==> config.mk <==
export PLATFORM = sky130hd
export DESIGN_NAME = text_writer
export DESIGN_NICKNAME = d
export VERILOG_FILES = /design/src/rtl/text_writer.sv
export SDC_FILE = /design/constraint.sdc
export NUM_CORES = 1
export LEC_CHECK = 0
export ABC_AREA = 1
export CORE_UTILIZATION = 59
export DETAILED_ROUTE_END_ITERATION = 8
export PLACE_DENSITY = 0.95
export SLEW_MARGIN = 20
export SYNTH_ARGS = -nofsm -noshare
export SYNTH_HDL_FRONTEND = slang
export SYNTH_SLANG_ARGS = --single-unit
==> constraint.sdc <==
create_clock -name clk -period 5.4 [get_ports clk]
set_clock_uncertainty 0.1 [all_clocks]
set_input_delay 0.81 -clock clk [delete_from_list [all_inputs] [get_ports clk]]
set_output_delay 0.81 -clock clk [all_outputs]
set_load 0.02 [all_outputs]
==> src/rtl/text_writer.sv <==
// text_writer: turns a stream of ASCII codes into writes to a COLS x ROWS
// character-tile RAM. It tracks a cursor, handles CR/LF/BS/FF, and clears
// a row on each new line and the whole screen on FF or reset.
module text_writer #(
  parameter int COLS = 80,
  parameter int ROWS = 30
) (
  input  logic        clk,
  input  logic        reset_n,
  input  logic        ch_valid,
  input  logic [6:0]  ch_data,
  output logic        ch_ready,
  output logic        wr_en,
  output logic [11:0] wr_addr,
  output logic [6:0]  wr_data,
  output logic [6:0]  cursor_col,
  output logic [4:0]  cursor_row,
  output logic        busy
);

  localparam logic [6:0] LAST_COL = 7'(COLS - 1);
  localparam logic [4:0] LAST_ROW = 5'(ROWS - 1);
  localparam logic [6:0] SPACE    = 7'h20;
  localparam logic [6:0] CODE_BS  = 7'h08;
  localparam logic [6:0] CODE_LF  = 7'h0A;
  localparam logic [6:0] CODE_FF  = 7'h0C;
  localparam logic [6:0] CODE_CR  = 7'h0D;

  typedef enum logic [1:0] {
    IDLE    = 2'd0,
    CLR_ROW = 2'd1,
    CLR_ALL = 2'd2
  } state_t;

  state_t      r_state;
  logic        r_wr_en;
  logic [11:0] r_wr_addr;
  logic [6:0]  r_wr_data;
  logic [6:0]  r_cur_col;
  logic [4:0]  r_cur_row;
  logic [6:0]  r_clr_col;
  logic [4:0]  r_clr_row;
  // Set once the final clear write has been issued; the following cycle
  // returns to IDLE so ch_ready rises only after that write is visible.
  logic        r_clr_done;

  logic        w_accept;
  logic        w_printable;
  logic [4:0]  w_next_row;

  assign w_accept    = ch_valid && (r_state == IDLE);
  assign w_printable = (ch_data >= 7'h20) && (ch_data <= 7'h7E);
  assign w_next_row  = (r_cur_row == LAST_ROW) ? 5'd0 : r_cur_row + 5'd1;

  assign ch_ready   = (r_state == IDLE);
  assign busy       = (r_state != IDLE);
  assign wr_en      = r_wr_en;
  assign wr_addr    = r_wr_addr;
  assign wr_data    = r_wr_data;
  assign cursor_col = r_cur_col;
  assign cursor_row = r_cur_row;

  // Single FSM: character decode in IDLE, clear sweeps in CLR_ROW/CLR_ALL.
  always_ff @(posedge clk) begin
    if (!reset_n) begin
      r_state    <= CLR_ALL;
      r_wr_en    <= 1'b0;
      r_wr_addr  <= 12'd0;
      r_wr_data  <= 7'd0;
      r_cur_col  <= 7'd0;
      r_cur_row  <= 5'd0;
      r_clr_col  <= 7'd0;
      r_clr_row  <= 5'd0;
      r_clr_done <= 1'b0;
    end else begin
      r_wr_en <= 1'b0;
      case (r_state)
        IDLE: begin
          if (w_accept) begin
            if (w_printable) begin
              r_wr_en   <= 1'b1;
              r_wr_addr <= {r_cur_row, r_cur_col};
              r_wr_data <= ch_data;
              if (r_cur_col == LAST_COL) begin
                r_cur_col  <= 7'd0;
                r_cur_row  <= w_next_row;
                r_clr_col  <= 7'd0;
                r_clr_done <= 1'b0;
                r_state    <= CLR_ROW;
              end else begin
                r_cur_col <= r_cur_col + 7'd1;
              end
            end else if (ch_data == CODE_CR) begin
              r_cur_col <= 7'd0;
            end else if (ch_data == CODE_LF) begin
              r_cur_col  <= 7'd0;
              r_cur_row  <= w_next_row;
              r_clr_col  <= 7'd0;
              r_clr_done <= 1'b0;
              r_state    <= CLR_ROW;
            end else if (ch_data == CODE_BS) begin
              if (r_cur_col != 7'd0) begin
                r_cur_col <= r_cur_col - 7'd1;
                r_wr_en   <= 1'b1;
                r_wr_addr <= {r_cur_row, r_cur_col - 7'd1};
                r_wr_data <= SPACE;
              end
            end else if (ch_data == CODE_FF) begin
              r_cur_col  <= 7'd0;
              r_cur_row  <= 5'd0;
              r_clr_col  <= 7'd0;
              r_clr_row  <= 5'd0;
              r_clr_done <= 1'b0;
              r_state    <= CLR_ALL;
            end
          end
        end
        CLR_ROW: begin
          if (r_clr_done) begin
            r_clr_done <= 1'b0;
            r_state    <= IDLE;
          end else begin
            r_wr_en   <= 1'b1;
            r_wr_addr <= {r_cur_row, r_clr_col};
            r_wr_data <= SPACE;
            if (r_clr_col == LAST_COL) begin
              r_clr_col  <= 7'd0;
              r_clr_done <= 1'b1;
            end else begin
              r_clr_col <= r_clr_col + 7'd1;
            end
          end
        end
        CLR_ALL: begin
          if (r_clr_done) begin
            r_clr_done <= 1'b0;
            r_state    <= IDLE;
          end else begin
            r_wr_en   <= 1'b1;
            r_wr_addr <= {r_clr_row, r_clr_col};
            r_wr_data <= SPACE;
            if (r_clr_col == LAST_COL) begin
              r_clr_col <= 7'd0;
              if (r_clr_row == LAST_ROW) begin
                r_clr_row  <= 5'd0;
                r_clr_done <= 1'b1;
              end else begin
                r_clr_row <= r_clr_row + 5'd1;
              end
            end else begin
              r_clr_col <= r_clr_col + 7'd1;
            end
          end
        end
        default: r_state <= IDLE;
      endcase
    end
  end

endmodule
=== Word-level counts from Yosys, hierarchy flattened ===
Index checks and enable logic that the tools add are counted.

* Word-level logic and storage cells: 145
* Output and inout bits: 34
* Bits of input ports: 10
* Flip-flop bits (word level): 47

* Equality and inequality tests: 32
* Magnitude comparators: 2
* Reductions and logical operators: 19
* Add/sub/neg operators: 5
* Muxes and demuxes: 78

{| class="wikitable"
|+ Operators with widths
! kind !! number
|-
| $mux 7 || 22
|-
| $mux 12 || 8
|-
| $mux 5 || 14
|-
| $pmux 12 s3 || 1
|-
| $eq 7x4->1 const B || 4
|-
| $pmux 7 s2 || 2
|-
| $mux 1 || 19
|-
| $ne 2x2->1 const B || 9
|-
| $reduce_and 6->1 || 3
|-
| $mux 2 || 8
|-
| $add 7x1->7 const B || 2
|-
| $eq 7x7->1 const B || 2
|-
| $reduce_and 7->1 || 2
|-
| $add 5x1->5 const B || 2
|-
| $eq 5x5->1 const B || 2
|-
| $pmux 5 s2 || 1
|-
| $ne 3x3->1 const B || 3
|-
| $reduce_and 9->1 || 1
|-
| $ne 2x1->1 const B || 4
|-
| $reduce_and 8->1 || 1
|-
| $ge 7x6->1 const B || 1
|-
| $le 7x7->1 const B || 1
|-
| $reduce_bool 7->1 || 1
|-
| $sub 7x1->7 const B || 1
|-
| other kinds (17) || 22
|}

=== Longest topological paths before layout ===
Gate-level depths: netlist of the first run.

* Depth after elaboration: 8
* Depth in mapped cells: 12
* Gate-level depth less buffers: 11

=== Worst setup path after synthesis of the first run ===
OpenSTA, ideal clock, no wires.

* Kind: reg-to-reg
* From: register r_state[0]
* To: register r_clr_col[6]
* Cell stages (with the launch flop): 13
* Library setup time: 0.064 ns
* Buffers on the path: 1
* Arrival: 1.855 ns
* Required time: 5.236 ns
* Slack: 3.381 ns
* Period minus slack after synthesis: 2.019 ns
* Cells stage by stage: dfxtp_1 -> inv_1 -> ha_1 -> buf_2 -> inv_1 -> nor2_1 -> inv_1 -> nand3_1 -> nor2_4 -> nand2_2 -> inv_1 -> nor2_1 -> nor2_1

* Longest elaborated chain between the ends: 4
* Elaborated cells between the ends (all ways): 14
* Those cells by class: 8 x eq/ne; 1 x mux; 5 x reduce/logical

{| class="wikitable"
|+ RTL lines
! item !! line !! text
|-
| start: declaration || 35 || <nowiki>state_t r_state;</nowiki>
|-
| start signal: assignment || 66 || <nowiki>r_state <= CLR_ALL;</nowiki>
|-
| start signal: assignment || 89 || <nowiki>r_state <= CLR_ROW;</nowiki>
|-
| start signal: assignment || 100 || <nowiki>r_state <= CLR_ROW;</nowiki>
|-
| $logic_not 2->1 * || n/a ||
|-
| via ch_ready || 12 || <nowiki>output logic ch_ready,</nowiki>
|-
| $logic_and 1x1->1 || 51 || <nowiki>assign w_accept = ch_valid && (r_state == IDLE);</nowiki>
|-
| $ne 2x1->1 (no line) || n/a ||
|-
| $reduce_and 7->1 (no line) || n/a ||
|-
| end signal: assignment || 130 || <nowiki>r_clr_col <= r_clr_col + 7'd1;</nowiki>
|-
| end signal: assignment || 151 || <nowiki>r_clr_col <= r_clr_col + 7'd1;</nowiki>
|-
| end: declaration || 41 || <nowiki>logic [6:0] r_clr_col;</nowiki>
|}

Mark *: on every way through the listed nets, which the timed path passes. The rest lies on a longest branch.
A chain may end at the register's enable or synchronous reset.

=== Worst setup path after layout of the first run ===
* From: register r_state[1]
* To: output busy

* Longest elaborated chain between the ends: 1

{| class="wikitable"
|+ RTL lines
! item !! line !! text
|-
| $reduce_bool 2->1 || 56 || <nowiki>assign busy = (r_state != IDLE);</nowiki>
|-
| end: declaration || 18 || <nowiki>output logic busy</nowiki>
|}

No other way between the ends.

==> impl_metrics.py, run 1 <==
metrics = {
    "setup_path": {
        "cp_num_cells": 4,
        "cp.required_ns": 4.49,
        "crit_fanout": 10,
        "cp-end-kind": "output pin",
        "path_class": "flip-flop to output pin",
        "cp.arrival_ns": 2.02,
        "crit_path_cell_trace": "inv_1, ha_1, inv_1, clkdlybuf4s50_1",
        "critPathLaunchType": "flip-flop",
        "slowest_delay_ns": 0.64,
        "path_common_cell": "inv_1",
        "path_delay_family": "buffers and inverters",
        "worst-path-buf-inv": 3,
        "slowest_stage": "clkdlybuf4s50_1",
        "r2r_cells": 8,
    },
    "grt": {
        "grt_start_max_net_pins": 30,
        "grt_pass1_wl_um": 12400,
        "grt_pass1_vias": 2895,
        "grt_remaining_overflow": 0,
        "grtUsageTotal": 0.287,
        "antenna_found_initial": 0,
    },
    "min_path": {
        "hp-class": "flip-flop to flip-flop",
        "whs_path_depth": 2,
    },
    "clocking": {
        "cts_tree": "yes",
        "ctsHoldBuffers": 0,
        "cts_buffer_depth": 2,
        "clock_sinks": 47,
        "clk_pin_slew_ns": 0.10,
        "cts_root_buf": "clkbuf_8",
        "post_cts_buffers": 0,
        "htree_levels": 2,
        "worstSkewPairLatency_ns": 0.31,
        "cts_buffers": 5,
        "ctsResizeCount": 0,
    },
    "sta": {
        "grt_setup_unrepaired": "no",
        "worstMarginPinSlew_ns": 0.768,
        "finalCritPeriodShare": 0.542,
        "max-slew-margin-rel": 0.486,
        "setup_violations": 0,
        "timing.setup.tns_ns": 0,
        "hold_ws_ns": 0.388,
        "hold_viol_final": 0,
        "maxSlewViolCount": 0,
        "max_freq_ghz": 0.342,
        "period_needed_ns": 2.93,
    },
    "yosys": {
        "syn_nets": 529,
        "yosys_warnings": 0,
        "yosys-top-cells-area": "dfxtp_1 (30%), nand2_1 (17%), nor2_1 (11%), nand3_1 (7.6%), inv_1 (6.0%)",
        "mappedNetlistArea_sq_um": 3150,
        "netlist.area_leader.share": 0.298,
        "yosysSeqAreaShare": 0.298,
        "ys_types": 34,
        "postSynthCellCount": 507,
        "synth_seq_cells": 47,
        "syn_avg_cell_area_sq_um": 6.22,
        "yosys.area.top_type": "dfxtp_1",
    },
    "cells_and_area": {
        "diodes": 0,
        "final_core_util": 0.718,
        "layout_commonest_cell": "nand2_1",
        "final_nets": 564,
        "drive_above_1_share": 0.0646,
        "most-common-layout-cells": "nand2_1 (140), nor2_1 (90), inv_1 (50), nand3_1 (48), dfxtp_1 (47)",
        "syn2layout_area_growth_pct": 17.0,
    },
    "drt": {
        "dr.pass1.iters": 5,
        "vias": 3348,
        "wirelength_um": 7810,
        "wl_per_cell_um": 12.8,
        "ant_nets": 0,
        "drt_iter0_drc": 207,
        "drc": 0,
        "via_per_inst": 5.47,
    },
    "place": {
        "dpl.hpwl_um": 5750,
        "gp_congestion": 0.983,
        "portBuffers": 43,
    },
    "power_and_ir_drop": {
        "p_leak_nw": 1.70,
        "peakVddDrop_v": 0.000312,
        "p_per_area_nw_per_um2": 487,
    },
    "floorplanning": {
        "core_area_sq_um": 5140,
        "initial_core_util": 0.614,
        "num_rows": 26,
        "die_h_um": 75.1,
        "fp.dieW_um": 75.1,
        "io_pins": 44,
        "dieArea_sq_um": 5640,
    },
    "outcome": {
        "status": "completed",
    },
    "flow_run": {
        "cap_violations": 0,
    },
}
## cell type report
class / instances / area [sq um]
multi-input combinational: 389 / 1910
timing repair buffer: 44 / 438
sequential: 47 / 941
tap: 70 / 87.6
fill: 482 / 1450
inverter: 55 / 206
clock buffer: 5 / 68.8
clock inverter: 2 / 37.5
## logic make-up (layout without fill, tap and decap cells)
| group | after synthesis | after routing | share of synthesized area |
|---|---|---|---|
| AO/OA/AOI/OAI | 45 | 45 | 0.0801 |
| XOR/XNOR | 15 | 15 | 0.0417 |
| adder cells (fa/ha/maj) | 12 | 12 | 0.0476 |
| buffers and inverters | 71 | 106 | 0.0960 |
| flip-flops | 47 | 47 | 0.298 |
| AND/OR/NAND/NOR | 317 | 317 | 0.436 |
## routing by layer
metal  part of all wire  track usage
met5                  0            0
met4              0.015        0.113
met3              0.067       0.0455
met2               0.47        0.480
met1               0.45        0.369
## synthesized netlist by cell type
cell      number
o21ai_0       10
a21boi_1       1
o21bai_1       5
o21ai_1        2
clkbuf_2       1
nand2_2        6
o21a_1         1
nor2_1        90
nor2_2         7
nor2_4         3
buf_1          2
nand2_4        2
nand3_1       48
o211ai_1       2
nand4_1        6
buf_2          4
nand2_1      140
inv_2          5
or2_2          1
o22ai_1        4
dfxtp_1       47
buf_4          2
ha_1          12
inv_1         50
clkbuf_1       4
nand3_2        2
or2_4          1
xor2_1        12
nor3b_1        1
xnor2_1        3
buf_6          3
a21oi_1       20
nand3b_1       2
nor3_1         8
## flip-flops by register name, indices dropped and copies added (netlist names)
register,flops
cursor_col,7
cursor_row,5
r_clr_col,7
r_clr_done,1
r_clr_row,5
r_state,2
wr_addr,12
wr_data,7
wr_en,1
## power by group
| group | leakage, nW | internal (W) | switching [W] | total (W) |
|---|---|---|---|---|
| sequential | 0.385 | 0.000443 | 0.0000789 | 0.000522 |
| combinational | 1.27 | 0.000368 | 0.000645 | 0.00101 |
| clock | 0.0502 | 0.000136 | 0.000127 | 0.000262 |
## metrics by stage
step / total power (W) / area, sq um / std cells / setup WS, ns
after floorplan: 0.00126 / 3150 / 507 / 3.38
after global placement: 0.00150 / 3580 / 605 / 2.37
after detailed placement: 0.00153 / 3580 / 605 / 2.23
after CTS: 0.00179 / 3690 / 612 / 2.52
after global routing: 0.00194 / 3690 / 612 / 2.36
final: 0.00180 / 3690 / 612 / 2.47
## final timing paths
kind	endpoint	slack, ns	startpoint
min	wr_data[6]	0.39	wr_data[6]
min reg2reg	wr_data[6]	0.39	wr_data[6]
max reg2reg	wr_addr[8]	2.84	r_state[0]
max	busy	2.47	r_state[1]
## worst register-to-register path, stage by stage, from the launching register on
cell      delay (ns)
dfxtp_1         0.38
inv_1           0.09
ha_1            0.29
inv_1           0.17
nand2_1         0.21
a21oi_1         0.19
nand3_1         0.56
o21bai_1        0.39
nor2_1          0.07
(Power assumes the default switching activity.)
==> run 2: changes to the inputs <==
- CORE_UTILIZATION: 59 -> 55
- PLACE_DENSITY: 0.95 -> 0.92
- clock period: 5.4 -> 3 ns (I/O delays scaled with it)
==> run 2 against run 1 <==
Non-clock buffer count grew 3; sequential share of layout area down 0.23 points; cell count increased by 0.98%; hold slack improved by 0.0025 ns; critical path type unchanged; largest cell class unchanged; highest routed layer unchanged.
==> impl_metrics.py, run 2 (synthesized netlist as in run 1, its figures left out) <==
metrics = {
    "cells_and_area": {
        "drive_above_1_share": 0.0714,
        "diodes": 0,
        "fin_cells": 618,
        "most-common-layout-cells": "nand2_1 (140), nor2_1 (90), inv_1 (50), nand3_1 (48), dfxtp_1 (47)",
        "largest_reg_flops": 12,
        "final_nets": 567,
        "syn2layout_area_growth_pct": 18.0,
        "layout_commonest_cell": "nand2_1",
    },
    "floorplanning": {
        "num_rows": 27,
        "fp.dieW_um": 77.7,
        "io_pins": 44,
        "initial_core_util": 0.573,
        "die_h_um": 77.7,
        "dieArea_sq_um": 6040,
        "core_area_sq_um": 5510,
    },
    "clocking": {
        "post_cts_buffers": 0,
        "ctsResizeCount": 0,
        "cts_root_buf": "clkbuf_8",
        "cts_buffer_depth": 2,
        "ctsHoldBuffers": 0,
        "cts_buffers": 5,
        "clk_pin_slew_ns": 0.09,
        "worstSkewPairLatency_ns": 0.32,
        "cts_tree": "yes",
        "clock_sinks": 47,
        "htree_levels": 2,
    },
    "drt": {
        "wl_met1_um": 3550,
        "wirelength_um": 7870,
        "dr.pass1.iters": 5,
        "ant_nets": 0,
        "wl_met2_um": 3720,
        "wl_per_cell_um": 12.7,
        "vias": 3295,
        "drt_iter0_drc": 214,
        "wl_met3_um": 407,
        "via_per_inst": 5.33,
        "top_layer": "met4",
        "drc": 0,
    },
    "grt": {
        "grt_pass1_wl_um": 13300,
        "antenna_found_initial": 0,
        "grt_remaining_overflow": 0,
        "grt_pass1_vias": 3079,
        "grt_start_max_net_pins": 29,
        "grtUsageTotal": 0.273,
    },
    "setup_path": {
        "cp.required_ns": 2.45,
        "crit_fanout": 10,
        "crit_path_cell_trace": "inv_1, ha_1, inv_1, clkdlybuf4s50_1",
        "rr_startpoint": "r_state[0]",
        "cp.arrival_ns": 2.02,
        "critPathLaunch": "r_state[0]",
        "path_class": "flip-flop to output pin",
        "path_common_cell": "inv_1",
        "slowest_stage": "clkdlybuf4s50_1",
        "slowest_delay_ns": 0.63,
        "cp-end-kind": "output pin",
        "worst-path-buf-inv": 3,
        "critPathLaunchType": "flip-flop",
        "path_delay_family": "buffers and inverters",
    },
    "sta": {
        "hold_viol_final": 0,
        "max_freq_ghz": 0.389,
        "setup_violations": 0,
        "maxSlewViolCount": 0,
        "timing.setup.tns_ns": 0,
        "period_needed_ns": 2.57,
        "max-slew-margin-rel": 0.670,
        "grt_setup_unrepaired": "no",
        "finalCritPeriodShare": 0.857,
        "worstMarginPinSlew_ns": 0.494,
    },
    "power_and_ir_drop": {
        "pwr-share-seq": 0.287,
        "p_leak_nw": 1.72,
        "pwr-share-clk": 0.147,
        "p_per_area_nw_per_um2": 884,
        "peakVddDrop_v": 0.000469,
        "finalPower_w": 0.00329,
        "combPwrFrac": 0.566,
        "p_sw_w": 0.00156,
        "power.internal_w": 0.00173,
        "sw_frac_of_total": 0.473,
    },
    "place": {
        "dpl.hpwl_um": 5790,
        "portBuffers": 43,
        "gp_congestion": 0.929,
        "dp.cells": 610,
    },
    "min_path": {
        "hp-class": "flip-flop to flip-flop",
        "hp-start": "wr_data[2]",
    },
    "flow_run": {
        "cap_violations": 0,
    },
    "outcome": {
        "status": "completed",
    },
}
==> run 2: routing by layer <==
layer,vias up,global-route usage
li1,1663,-
met1,1500,0.331
met4,0,0.106
met5,-,0
met3,23,0.0600
met2,109,0.466
==> run 2: power by group through the flow <==
stage / Clock [W] / Sequential, W / Combinational, W
after floorplan: 0 / 0.00106 / 0.00121
after global placement: 0 / 0.000945 / 0.00177
after detailed placement: 0 / 0.000949 / 0.00183
after CTS: 0.000482 / 0.000939 / 0.00185
after global routing: 0.000518 / 0.000965 / 0.00208
final: 0.000482 / 0.000945 / 0.00186
==> run 2: metrics by stage <==
step	hold slack [ns]	util	area (sq um)	setup slack, ns
floorplan	0.370	-	3150	0.981
global placement	0.365	0.655	3610	0.528
detailed placement	0.381	0.655	3610	0.429
CTS	0.394	0.676	3720	0.471
global route	0.412	0.676	3720	0.391
finish	0.390	0.676	3720	0.428
==> run 2: worst register-to-register path, stage by stage (launching register included) <==
cell     delay, ns
dfxtp_1       0.40
inv_1         0.10
ha_1          0.29
inv_1         0.17
nand2_1       0.24
a21oi_1       0.22
nand3_1       0.29
buf_4         0.30
nand2_1       0.07
nand2_1       0.05
nor2_1        0.11
==> run 2: layout make-up <==
| class | count | area (sq um) |
|---|---|---|
| Clock buffer | 5 | 68.8 |
| Clock inverter | 3 | 46.3 |
| Fill cell | 474 | 1780 |
| Inverter | 55 | 206 |
| Multi-Input combinational cell | 389 | 1910 |
| Sequential cell | 47 | 941 |
| Tap cell | 72 | 90.1 |
| Timing Repair Buffer | 47 | 460 |
==> run 2: final timing paths <==
path,end,slack (ns),cells after the start
setup / recovery,busy,0.43,4
hold reg to reg,wr_data[2],0.39,2
setup reg to reg,wr_addr[0],0.62,10
hold / removal,wr_data[2],0.39,2
